==> src/rtl/ct_ifu_predecd_array_arb.sv <==
// Predecode array port arbiter: refill writes, fetch reads and a full-array invalidate sweep.
// Optional macro PREDECD_FETCH_STARVE_GUARD_EN: fetch wins after three refill wins under contention.
module ct_ifu_predecd_array_arb #(
    parameter int ROWS = 1024
) (
    input  logic        forever_cpuclk,
    input  logic        cpurst_b,
    input  logic        fetch_req,
    input  logic [15:0] fetch_index,
    output logic        fetch_grant,
    output logic        fetch_dout_vld,
    output logic [31:0] fetch_dout,
    input  logic        refill_req,
    input  logic [15:0] refill_index,
    input  logic [31:0] refill_din,
    output logic        refill_grant,
    input  logic        inv_start,
    output logic        inv_busy,
    output logic        inv_done,
    output logic [15:0] ifu_icache_index,
    output logic        ifu_icache_predecd_array0_cen_b,
    output logic        ifu_icache_predecd_array0_wen_b,
    output logic [31:0] ifu_icache_predecd_array0_din,
    output logic        ifu_icache_predecd_array0_clk_en,
    input  logic [31:0] icache_ifu_predecd_array0_dout
);

    typedef enum logic [1:0] {IDLE, SWEEP, DONE} inv_state_e;

    localparam logic [9:0] LAST_ROW = 10'(ROWS - 1);

    inv_state_e state_q, state_d;
    logic [9:0] row_cnt_q, row_cnt_d;
    logic       fetch_dout_vld_q, fetch_dout_vld_d;
    logic       idle;
    logic       starve_force;

    // Reset gates the grants so nothing is issued while cpurst_b is held low.
    assign idle = (state_q == IDLE) && cpurst_b;

`ifdef PREDECD_FETCH_STARVE_GUARD_EN
    logic [1:0] starve_cnt_q, starve_cnt_d;

    assign starve_force = (starve_cnt_q == 2'd3);

    always_comb begin
        starve_cnt_d = starve_cnt_q;
        if (!(refill_req && fetch_req))
            starve_cnt_d = 2'd0;
        else if (fetch_grant)
            starve_cnt_d = 2'd0;
        else if (refill_grant)
            starve_cnt_d = starve_cnt_q + 2'd1;
    end

    always_ff @(posedge forever_cpuclk or negedge cpurst_b) begin
        if (!cpurst_b) starve_cnt_q <= 2'd0;
        else           starve_cnt_q <= starve_cnt_d;
    end
`else
    assign starve_force = 1'b0;
`endif

    always_ff @(posedge forever_cpuclk or negedge cpurst_b) begin
        if (!cpurst_b) begin
            state_q          <= IDLE;
            row_cnt_q        <= 10'd0;
            fetch_dout_vld_q <= 1'b0;
        end else begin
            state_q          <= state_d;
            row_cnt_q        <= row_cnt_d;
            fetch_dout_vld_q <= fetch_dout_vld_d;
        end
    end

    always_comb begin
        state_d   = state_q;
        row_cnt_d = row_cnt_q;
        case (state_q)
            IDLE: begin
                row_cnt_d = 10'd0;
                if (inv_start) state_d = SWEEP;
            end
            SWEEP: begin
                row_cnt_d = row_cnt_q + 10'd1;
                if (row_cnt_q == LAST_ROW) state_d = DONE;
            end
            DONE:    state_d = IDLE;
            default: state_d = IDLE;
        endcase
    end

    always_comb begin
        inv_busy     = (state_q == SWEEP) || (state_q == DONE);
        inv_done     = (state_q == DONE);
        refill_grant = idle && refill_req && !(starve_force && fetch_req);
        fetch_grant  = idle && fetch_req && (!refill_req || starve_force);

        fetch_dout_vld_d = fetch_grant;
        fetch_dout_vld   = fetch_dout_vld_q;
        fetch_dout       = fetch_dout_vld_q ? icache_ifu_predecd_array0_dout : 32'd0;

        ifu_icache_index                = 16'd0;
        ifu_icache_predecd_array0_cen_b = 1'b1;
        ifu_icache_predecd_array0_wen_b = 1'b1;
        ifu_icache_predecd_array0_din   = 32'd0;
        if (state_q == SWEEP) begin
            ifu_icache_index                = {3'b000, row_cnt_q, 3'b000};
            ifu_icache_predecd_array0_cen_b = 1'b0;
            ifu_icache_predecd_array0_wen_b = 1'b0;
        end else if (refill_grant) begin
            ifu_icache_index                = refill_index;
            ifu_icache_predecd_array0_cen_b = 1'b0;
            ifu_icache_predecd_array0_wen_b = 1'b0;
            ifu_icache_predecd_array0_din   = refill_din;
        end else if (fetch_grant) begin
            ifu_icache_index                = fetch_index;
            ifu_icache_predecd_array0_cen_b = 1'b0;
        end
        // Keep the array clock running for the read-data return cycle too.
        ifu_icache_predecd_array0_clk_en = !ifu_icache_predecd_array0_cen_b || fetch_dout_vld_q;
    end

endmodule

==> config.mk <==
export PLATFORM = sky130hd
export DESIGN_NAME = ct_ifu_predecd_array_arb
export DESIGN_NICKNAME = d
export VERILOG_FILES = /design/src/rtl/ct_ifu_predecd_array_arb.sv
export SDC_FILE = /design/constraint.sdc
export NUM_CORES = 1
export LEC_CHECK = 0
export BUFFER_PORTS_ARGS = -buffer_cell sky130_fd_sc_hd__buf_2
export CAP_MARGIN = 20
export CELL_PAD_IN_SITES_DETAIL_PLACEMENT = 1
export CELL_PAD_IN_SITES_GLOBAL_PLACEMENT = 1
export CORE_AREA = 2 2 90 92
export CTS_BUF_LIST = sky130_fd_sc_hd__clkbuf_8
export DETAILED_ROUTE_END_ITERATION = 16
export DIE_AREA = 0 0 92 94
export MAX_ROUTING_LAYER = met4
export PLACE_DENSITY = 0.89
export SLEW_MARGIN = 20
export SYNTH_ARGS = -nofsm -noshare
export SYNTH_HDL_FRONTEND = slang
export SYNTH_SLANG_ARGS = --single-unit
==> constraint.sdc <==
create_clock -name forever_cpuclk -period 2.1 [get_ports forever_cpuclk]
set_input_delay 0.315 -clock forever_cpuclk [delete_from_list [all_inputs] [get_ports forever_cpuclk]]
set_output_delay 0.315 -clock forever_cpuclk [all_outputs]
set_load 0.01 [all_outputs]
Word level (Yosys, flattened, before mapping)
Index checks and enable logic that the tools add are counted.
Word-level totals
  register bits after elaboration: 13
  input port bits: 101
  output and inout port bits: 88
  word-level logic and storage cells: 35
Operators by class
  add/sub/neg operators: 1
  equality and inequality tests: 5
  muxes and demuxes: 15
  reduce and logical (&&, ||, !) cells: 11
Operators with widths (number)
  $mux W32: 3
  $mux W16: 3
  $pmux W10 S2: 1
  $add A10 B1 Y10 const B: 1
  $eq A10 B10 Y1 const B: 1
  $mux W1: 5
  $logic_and A1 B1 Y1: 4
  $mux W2: 2
  $ne A2 B2 Y1 const B: 2
  $pmux W2 S2: 1
  $eq A2 B1 Y1 const B: 1
  $eq A2 B2 Y1 const B: 1
  $logic_not A1 Y1: 2
  $logic_not A2 Y1: 1
  $logic_or A1 B1 Y1: 2
  $reduce_and A2 Y1: 1
  $reduce_bool A2 Y1: 1

Logic depth before layout (Yosys ltp)
Gate-level depths: netlist of the first run.
  depth in word-level cells: 9
  depth in mapped cells: 7

Least setup slack after synthesis of the first run
No wires, ideal clock.
  kind: register -> output
  start: register state_q[0]
  end: output ifu_icache_predecd_array0_din[11]
  data arrival time: 1.580 ns
  path slack: 0.205 ns
  stages on the path, launching flop included: 8
  buffers on the path: 2
  path through: dfrtp_1 inv_1 ha_1 nand2_1 nor3b_1 buf_2 clkbuf_2 and2_1
On the way
  longest elaborated chain between the ends: 5
  elaborated cells between the ends (all ways): 6
  classes of those cells: eq/ne (1); mux (2); reduce/logical (3)
Ends and longest elaborated chain
  start, declared: line 32  | inv_state_e state_q, state_d;
  start signal, assigned: line 70  | state_q <= state_d;
  $logic_not A2 Y1: line 39  | assign idle = (state_q == IDLE) && cpurst_b;
  $logic_and A1 B1 Y1: line 39
  $logic_and A1 B1 Y1: line 96  | refill_grant = idle && refill_req && !(starve_force && fetch_req);
  $mux W32: line 111  | end else if (refill_grant) begin
  $mux W32 *: line 107  | if (state_q == SWEEP) begin
  end, declared: line 23  | output logic [31:0] ifu_icache_predecd_array0_din,
Mark *: on every way between the ends. The rest lies on a longest branch, timed or not.

Worst setup path after layout of the first run
  start: register state_q[1]
  end: output ifu_icache_predecd_array0_din[4]
Same word-level chain as after synthesis.

==> results_dict.tcl, run 1 <==
set metrics [dict create \
    status "complete, but fails checks" \
    violations "setup timing" \
    top_layer "met4" \
    ys_async_sr_fraction 1.00 \
    dieArea_um2 8650 \
    vias 2225 \
    cts_buffers 3 \
    ff2ff_path_depth 9 \
    synth-xor-area-share 0 \
    cts-root-buf "clkbuf_8" \
    finalCritPeriodShare 1.02 \
    grt_usage 0.167 \
    synthCells 202 \
    clk_latency_ns 0.25 \
    fin_hold_ws_ns 0.0641 \
    cts.sinks 13 \
    grt_pass1_vias 2344 \
    nFillCells 949 \
    grt_max_degree 46 \
    netlist_top_cells_area "and2_1 27%, dfrtp_1 22%, ha_1 5.1%" \
    nets 508 \
    synth_ff_type "dfrtp_1" \
    cts_max_path_buffers 2 \
    switching_power_uw 997 \
    ys_seq_area_frac 0.219 \
    wl_per_cell_um 15.6 \
    max_cap_violations 0 \
    first_iter_violations 69 \
    yosysWarnings 0 \
    hold_path.class "input pin to asynchronous set/reset pin" \
    drc 0 \
    finalPower_mw 2.27 \
    antenna_found_initial 1 \
    power_frac_clock 0.102 \
    max_freq_ghz 0.469 \
    setup_ws_ns -0.0344 \
    p_int_mw 1.27 \
    drtPass1Iterations 4 \
    yosys_register_bits 13 \
    synth-compound-area-share 0.201 \
    syn-num-nets 309 \
    dp_hpwl_um 5870 \
    cp-startpoint "state_q[1]" \
    die_w_um 92 \
    cts_max_level 1 \
    startpoint_type "flop" \
    combPwrFrac 0.739 \
    yosysMostFrequentCell "and2_1" \
    syn_to_final_growth_pct 104 \
    io_pins 189 \
    reg2reg_to "row_cnt_q[7]" \
    final_cells 503 \
    gp_congestion 0.842 \
    sequentialPowerShare 0.159 \
    slew_viol_final 0 \
    core_um2 7610 \
    avgViaCountPerCell 4.42 \
    synth-simple-area-share 0.443 \
    synth_top_family_by_area "simple AND/OR/NAND/NOR gates" \
    power_density_nw_per_um2 751 \
    worstMarginPinSlew_ns 0.726 \
    synthAdderAreaFrac 0.0505 \
    grt_pass1_wl_um 11300 \
    muxShareOfSynthArea 0.0270 \
    cts_tree "built" \
    synth_edf_count 0 \
    cp_max_fo 9 \
    required_ns 1.78 \
    rrSetupSlack_ns 0.25 \
    met3WireLength_um 527 \
    critical_path_class "flop to output pin" \
    setup_viol 8 \
    endpoint_kind "output pin" \
    utilization 0.398 \
    stdcell_area_um2 3030 \
    final.setup_skew_ns 0.00710 \
    fin_setup_tns_ns -0.112 \
    ir_drop_v 0.000267 \
    chipHeight_um 94 \
    placementRows 32 \
    final-seq-area_um2 325 \
    grt_overflow 0 \
    worst_ep_arrival_time_ns 1.82 \
    yosysTopAreaCell "and2_1" \
    yosysTopAreaCellShare 0.270 \
    path_clk_slew_ns 0.06 \
    placedInstanceArea_um2 2580 \
    dp_slack_ns 0.0529 \
    ant_nets 0 \
    placed_cells 486 \
    start_util 0.195 \
    syn_avg_cell_area_um2 7.35 \
    p_sw_frac 0.439 \
    drive_above_1_share 0.605 \
    routed_wl_um 7860 \
    slew_headroom 0.516 \
    rsz0062_at_grt "true" \
    syn_area_um2 1490 \
    fin_crit_ns 2.13 \
    crit_path_end "ifu_icache_predecd_array0_din[4]" \
    hold_viol 0 \
    synth_cell_types 33 \
    io_buffers 188 \
    p_leak_nw 1.72 \
    met1_length_um 3170 \
    r2r_start "state_q[1]" \
    synth_common_cells "64 x and2_1, 17 x nand2_1, 13 x dfrtp_1" \
    multi_input_comb_area_um2 1170 \
    route.met2.wl_um 4130 \
]
## per-layer routing
| layer | vias to the layer above | global-route usage |
|---|---|---|
| li1 | 1085 | - |
| met1 | 1027 | 0.201 |
| met2 | 109 | 0.304 |
| met3 | 4 | 0.0249 |
| met4 | 0 | 0.0236 |
| met5 | - | - |
## what timing repair did
action | 4_1_cts | 5_1_grt
cloned | 1 | 4
hold buffers | 0 | 0
endpoints found under the setup margin | 48 | 40
pin swaps | 1 | 14
resized for setup | 17 | 36
buffers inserted | 4 | 3
## power by group through the flow
stage / clock network (mW) / logic (mW) / registers [mW]
after detailed placement: 0 / 1.30 / 0.353
final: 0.232 / 1.68 / 0.361
after global placement: 0 / 1.26 / 0.349
after global routing: 0.248 / 1.83 / 0.368
after floorplan: 0 / 0.747 / 0.343
after CTS: 0.242 / 1.47 / 0.353
## flip-flops by register name, summed over array words and instances, names as in the netlist
name and cells:
fetch_dout_vld 1, row_cnt_q 10, state_q 2
## final cells by class
cell class | count | area share
clock buffer | 3 | 0.0136
tap | 102 | 0.0422
sequential | 13 | 0.108
clock inverter | 1 | 0.00124
antenna | 1 | 0.000827
multi-input combinational | 168 | 0.388
inverter | 7 | 0.00868
timing repair buffer | 208 | 0.438
## cell usage in the layout (no fill, tap or decap), drive strengths merged, types with 3 or more instances in the layout
master,synthesis,final
nand4,5,5
nor2b,3,3
a22oi,6,6
o21ai,12,12
nor2,11,11
buf,5,205
nand2b,3,3
nand2,17,17
nand3,4,4
clkbuf,9,6
ha,6,6
dfrtp,13,13
a221oi,4,4
mux2i,4,4
a22o,6,6
a21oi,8,8
inv,7,8
and2,64,64
## cells by family (layout without fill, tap and decap cells)
group | Yosys count | count (layout)
multiplexers | 4 | 4
other | 0 | 1
adder cells (fa/ha/maj) | 6 | 6
flip-flops | 13 | 13
AO/OA/AOI/OAI | 44 | 44
AND/OR/NAND/NOR | 114 | 114
buffers and inverters | 21 | 219
## worst min-delay path by stage
stage,depth (start not counted),to,slack (ns),startpoint
2_1_floorplan,0,fetch_dout_vld,0.02,cpurst_b
3_3_place_gp,2,row_cnt_q[6],0.31,cpurst_b
3_5_place_dp,2,row_cnt_q[6],0.31,cpurst_b
4_1_cts,2,row_cnt_q[6],0.06,cpurst_b
5_1_grt,2,row_cnt_q[5],0.08,cpurst_b
6_report,2,row_cnt_q[5],0.06,cpurst_b
## worst max-delay path: stages (launching register included)
cell and delay, ns:
dfrtp_1 0.37, inv_2 0.07, buf_6 0.12, ha_4 0.17, nor3b_4 0.25, buf_6 0.17, clkbuf_16 0.15, and2_1 0.13
buf_2 0.14
(Power assumes the default switching activity.)
==> inputs of run 2 (changes only) <==
clock period = 2.22 ns   (was 2.1 ns; I/O delays follow)
==> results_dict.tcl, run 2 (synthesis results as in run 1) <==
set metrics [dict create \
    power_frac_clock 0.118 \
    stdcell_area_um2 2720 \
    hold_path.class "input pin to asynchronous set/reset pin" \
    fin_crit_ns 2.13 \
    top_register "row_cnt_q" \
    cts-root-buf "clkbuf_8" \
    chipHeight_um 94 \
    largest_reg_flops 10 \
    grt_usage 0.171 \
    first_iter_violations 63 \
    finalCritPeriodShare 0.961 \
    drive_above_1_share 0.556 \
    worst_ep_arrival_time_ns 1.80 \
    dp_slack_ns 0.0714 \
    ir_drop_v 0.000246 \
    endpoint_kind "output pin" \
    gp_congestion 0.847 \
    grt_overflow 0 \
    max_cap_violations 0 \
    syn_to_final_growth_pct 83.2 \
    final_common_cell "buf_2" \
    placed_cells 485 \
    start_util 0.195 \
    p_leak_nw 1.62 \
    vias 2236 \
    nFillCells 993 \
    setup_viol 0 \
    grt_max_degree 35 \
    grt_pass1_vias 2349 \
    combPwrFrac 0.703 \
    dp_hpwl_um 5960 \
    sequentialPowerShare 0.178 \
    antenna_found_initial 1 \
    routed_wl_um 7340 \
    grt_pass1_wl_um 11500 \
    ff2ff_path_depth 7 \
    switching_power_uw 887 \
    p_sw_frac 0.469 \
    core_um2 7610 \
    die_w_um 92 \
    fin_setup_tns_ns 0 \
    ant_nets 0 \
    placedInstanceArea_um2 2560 \
    cp_max_fo 12 \
    dieArea_um2 8650 \
    drc 0 \
    max_freq_ghz 0.469 \
    status "finished clean" \
    placementRows 32 \
    io_buffers 188 \
    drtPass1Iterations 5 \
    path_clk_slew_ns 0.06 \
    layout_common_cells "188 x buf_2, 64 x and2_1, 16 x nand2_1" \
    cts_max_level 1 \
    power_density_nw_per_um2 694 \
    nets 502 \
    slew_headroom 0.531 \
    rsz0062_at_grt "true" \
    cts_max_path_buffers 2 \
    startpoint_type "flop" \
    critical_path_class "flop to output pin" \
    cts_tree "built" \
    required_ns 1.89 \
    setup_ws_ns 0.0868 \
    clk_latency_ns 0.25 \
    cts.sinks 13 \
    fin_hold_ws_ns 0.0892 \
    wl_per_cell_um 14.8 \
    final_cells 497 \
    cts_buffers 3 \
    io_pins 189 \
    p_int_mw 1.00 \
    worstMarginPinSlew_ns 0.704 \
    final.setup_skew_ns 0.00188 \
    slew_viol_final 0 \
    avgViaCountPerCell 4.50 \
    hold_viol 0 \
]
## run 2: cell types whose count changed in the layout (fill, tap and decap cells not counted), sizes merged
cell / delta
buf: -3
clkbuf: -3
## run 2: layout make-up
| cell class | instances | area, µm² | share of cell area |
|---|---|---|---|
| Multi-Input combinational cell | 168 | 1110 | 0.409 |
| Timing Repair Buffer | 202 | 1080 | 0.398 |
| Sequential cell | 13 | 325 | 0.120 |
| Tap cell | 102 | 128 | 0.0469 |
| Clock buffer | 3 | 41.3 | 0.0152 |
| Inverter | 7 | 26.3 | 0.00966 |
| Clock inverter | 1 | 3.75 | 0.00138 |
| Antenna cell | 1 | 2.50 | 0.000920 |
## run 2: worst paths after layout
| kind | slack (ns) | endpoint | from |
|---|---|---|---|
| min in group forever_cpuclk | 0.55 | fetch_dout_vld | fetch_req |
| max reg2reg | 0.37 | row_cnt_q[7] | state_q[0] |
| max | 0.09 | ifu_icache_index[11] | state_q[1] |
| max in group asynchronous | 1.96 | row_cnt_q[0] | cpurst_b |
| min | 0.09 | row_cnt_q[6] | cpurst_b |
| min reg2reg | 0.57 | row_cnt_q[6] | row_cnt_q[6] |
## run 2: per-stage QoR
| step | power, mW | util |
|---|---|---|
| after floorplan | 1.03 | - |
| after global placement | 1.48 | 0.337 |
| after detailed placement | 1.52 | 0.337 |
| after CTS | 1.87 | 0.355 |
| after global routing | 2.06 | 0.358 |
| final | 1.89 | 0.358 |
## run 2: what timing repair did
item,in CTS,in global routing
hold buffers,0,0
pin swaps,1,1
buffers inserted,4,2
resized for setup,10,3
setup endpoints to repair,48,42
gates cloned,1,0
## run 2: power by group through the flow
stage	clock network (mW)	logic (mW)	registers, mW
6_report	0.223	1.33	0.337
5_1_grt	0.231	1.49	0.345
4_1_cts	0.221	1.32	0.334
3_5_place_dp	0	1.17	0.348
3_3_place_gp	0	1.14	0.339
2_1_floorplan	0	0.707	0.325
## run 2: worst max-delay path, stage by stage (launching register included)
cell,delay [ns]
dfrtp_1,0.41
inv_2,0.12
ha_4,0.17
nand2_4,0.07
nor2_1,0.15
buf_6,0.18
a22oi_1,0.09
o21ai_1,0.19
buf_2,0.16
## run 2: per-layer routing
metal | GRT usage | vias to the layer above | share of wire
li1 | - | 1078 | -
met1 | 0.198 | 1017 | 0.41
met2 | 0.304 | 125 | 0.50
met5 | - | - | 0
met4 | 0.0410 | 0 | 0.013
met3 | 0.0337 | 16 | 0.084
==> inputs of run 3 (changes only) <==
BUFFER_PORTS_ARGS = -buffer_cell sky130_fd_sc_hd__buf_4   (was -buffer_cell sky130_fd_sc_hd__buf_2)
HOLD_SLACK_MARGIN = 0.08   (was not set)
SKIP_LAST_GASP = 1   (was not set)
==> results_dict.tcl, run 3 (synthesis results as in run 1) <==
set metrics [dict create \
    worst_ep_arrival_time_ns 1.82 \
    placedInstanceArea_um2 3050 \
    drive_above_1_share 0.556 \
    hold_path.class "input pin to flop" \
    cpPeakStageDelay_ns 0.41 \
    syn_to_final_growth_pct 117 \
    ff2ff_path_depth 7 \
    max_freq_ghz 0.464 \
    reg2reg_to "row_cnt_q[7]" \
    min_to "fetch_dout_vld" \
    startpoint_type "flop" \
    n_antenna_cell 0 \
    final_common_cell "buf_4" \
    routed_wl_um 7730 \
    cts_tree "built" \
    drc 0 \
    layout_common_cells "198 x buf_4, 64 x and2_1, 16 x nand2_1" \
    stdcell_area_um2 3220 \
    endpoint_kind "output pin" \
    r2r_start "state_q[1]" \
    cp_max_fo 19 \
    first_iter_violations 57 \
    placementRows 32 \
    path_delay_family "buffers and inverters" \
    min_path_cells 4 \
    clk_latency_ns 0.25 \
    dieArea_um2 8650 \
    core_um2 7610 \
    power_density_nw_per_um2 652 \
    cts_max_path_buffers 2 \
    cts.sinks 13 \
    grt_overflow 0 \
    met3WireLength_um 511 \
    path_cells "inv_2 > ha_4 > nand2_2 > nor3b_4 > buf_4 > buf_12 > and2_1 > buf_4" \
    met1_length_um 3260 \
    top_register "row_cnt_q" \
    chipHeight_um 94 \
    hold_viol 0 \
    cpMostUsedCell "buf_4" \
    grt_pass1_wl_um 11700 \
    cts_buffers 3 \
    finalCritPeriodShare 0.971 \
    p_leak_nw 1.72 \
    setup_viol 0 \
    slew_viol_final 0 \
    antenna_found_initial 0 \
    setup_ws_ns 0.0647 \
    slew_headroom 0.518 \
    wl_per_cell_um 15.5 \
    fin_crit_ns 2.16 \
    rsz0062_at_grt "true" \
    status "finished clean" \
    nets 504 \
    ant_nets 0 \
    crit_buf_inv 4 \
    path_clk_slew_ns 0.06 \
    grt_max_degree 46 \
    avgViaCountPerCell 4.49 \
    route.met2.wl_um 3860 \
    final.setup_skew_ns 0.00769 \
    top_layer "met4" \
    vias 2237 \
    gp_congestion 0.845 \
    max_cap_violations 0 \
    cp_slowest_cell "dfrtp_1" \
    ir_drop_v 0.000308 \
    io_buffers 188 \
    start_util 0.195 \
    drtPass1Iterations 4 \
    critical_path_class "flop to output pin" \
    grt_pass1_vias 2396 \
    fin_hold_ws_ns 0.535 \
    io_pins 189 \
    rrSetupSlack_ns 0.38 \
    cts_max_level 1 \
    largest_reg_flops 10 \
    die_w_um 92 \
    required_ns 1.89 \
    dp_hpwl_um 6340 \
    cts-root-buf "clkbuf_8" \
    dp_slack_ns 0.178 \
    hp-start "fetch_req" \
    worstMarginPinSlew_ns 0.722 \
    grt_usage 0.175 \
]
## run 3: per-stage QoR
stage | power [mW] | TNS, ns | cells | utilization
floorplan | 1.03 | 0 | 202 | -
detailed placement | 1.73 | 0 | 485 | 0.400
global route | 2.28 | -0.497 | 498 | 0.423
CTS | 2.07 | 0 | 494 | 0.418
finish | 2.10 | 0 | 498 | 0.423
global placement | 1.69 | 0 | 485 | 0.400
## run 3: tightest hold or removal path: stages
cell,delay (ns)
buf_4,0.12
nand2b_1,0.10
nor2_2,0.04
buf_6,0.14
## run 3: cell type report
type / count / area, µm²
clock buffer: 3 / 41.3
clock inverter: 1 / 3.75
fill: 956 / 4390
inverter: 7 / 26.3
multi-input combinational: 168 / 1110
sequential: 13 / 325
tap: 102 / 128
timing repair buffer: 204 / 1590
## run 3: report_power, final
group / switching [mW] / total, mW / internal, mW
sequential: 0.0611 / 0.339 / 0.278
combinational: 0.743 / 1.54 / 0.801
clock: 0.0928 / 0.215 / 0.123
total: 0.897 / 2.10 / 1.20
## run 3: worst max path at each step
stage	endpoint	start	slack, ns	cells past startpoint
final	ifu_icache_predecd_array0_din[19]	state_q[0]	0.06	8
after global routing	ifu_icache_index[10]	state_q[0]	-0.04	7
after CTS	ifu_icache_predecd_array0_din[19]	state_q[0]	0.01	8
after detailed placement	ifu_icache_predecd_array0_din[19]	state_q[0]	0.18	7
after global placement	ifu_icache_predecd_array0_din[19]	state_q[0]	0.25	7
after floorplan	ifu_icache_predecd_array0_din[11]	state_q[0]	0.31	7
## run 3: routing by layer
metal / vias up / track usage
met3: 9 / 0.0337
met5: - / -
li1: 1079 / -
met2: 112 / 0.305
met1: 1037 / 0.208
met4: 0 / 0.0473
## run 3: repair_timing
item / 4_1_cts / 5_1_grt
endpoints found under the setup margin: 48 / 46
resized for setup: 6 / 9
buffers inserted: 3 / 4
pin swaps: 1 / 1
gates cloned: 1 / 0
hold buffers: 1 / 0
endpoints found under the hold margin: 13 / 0
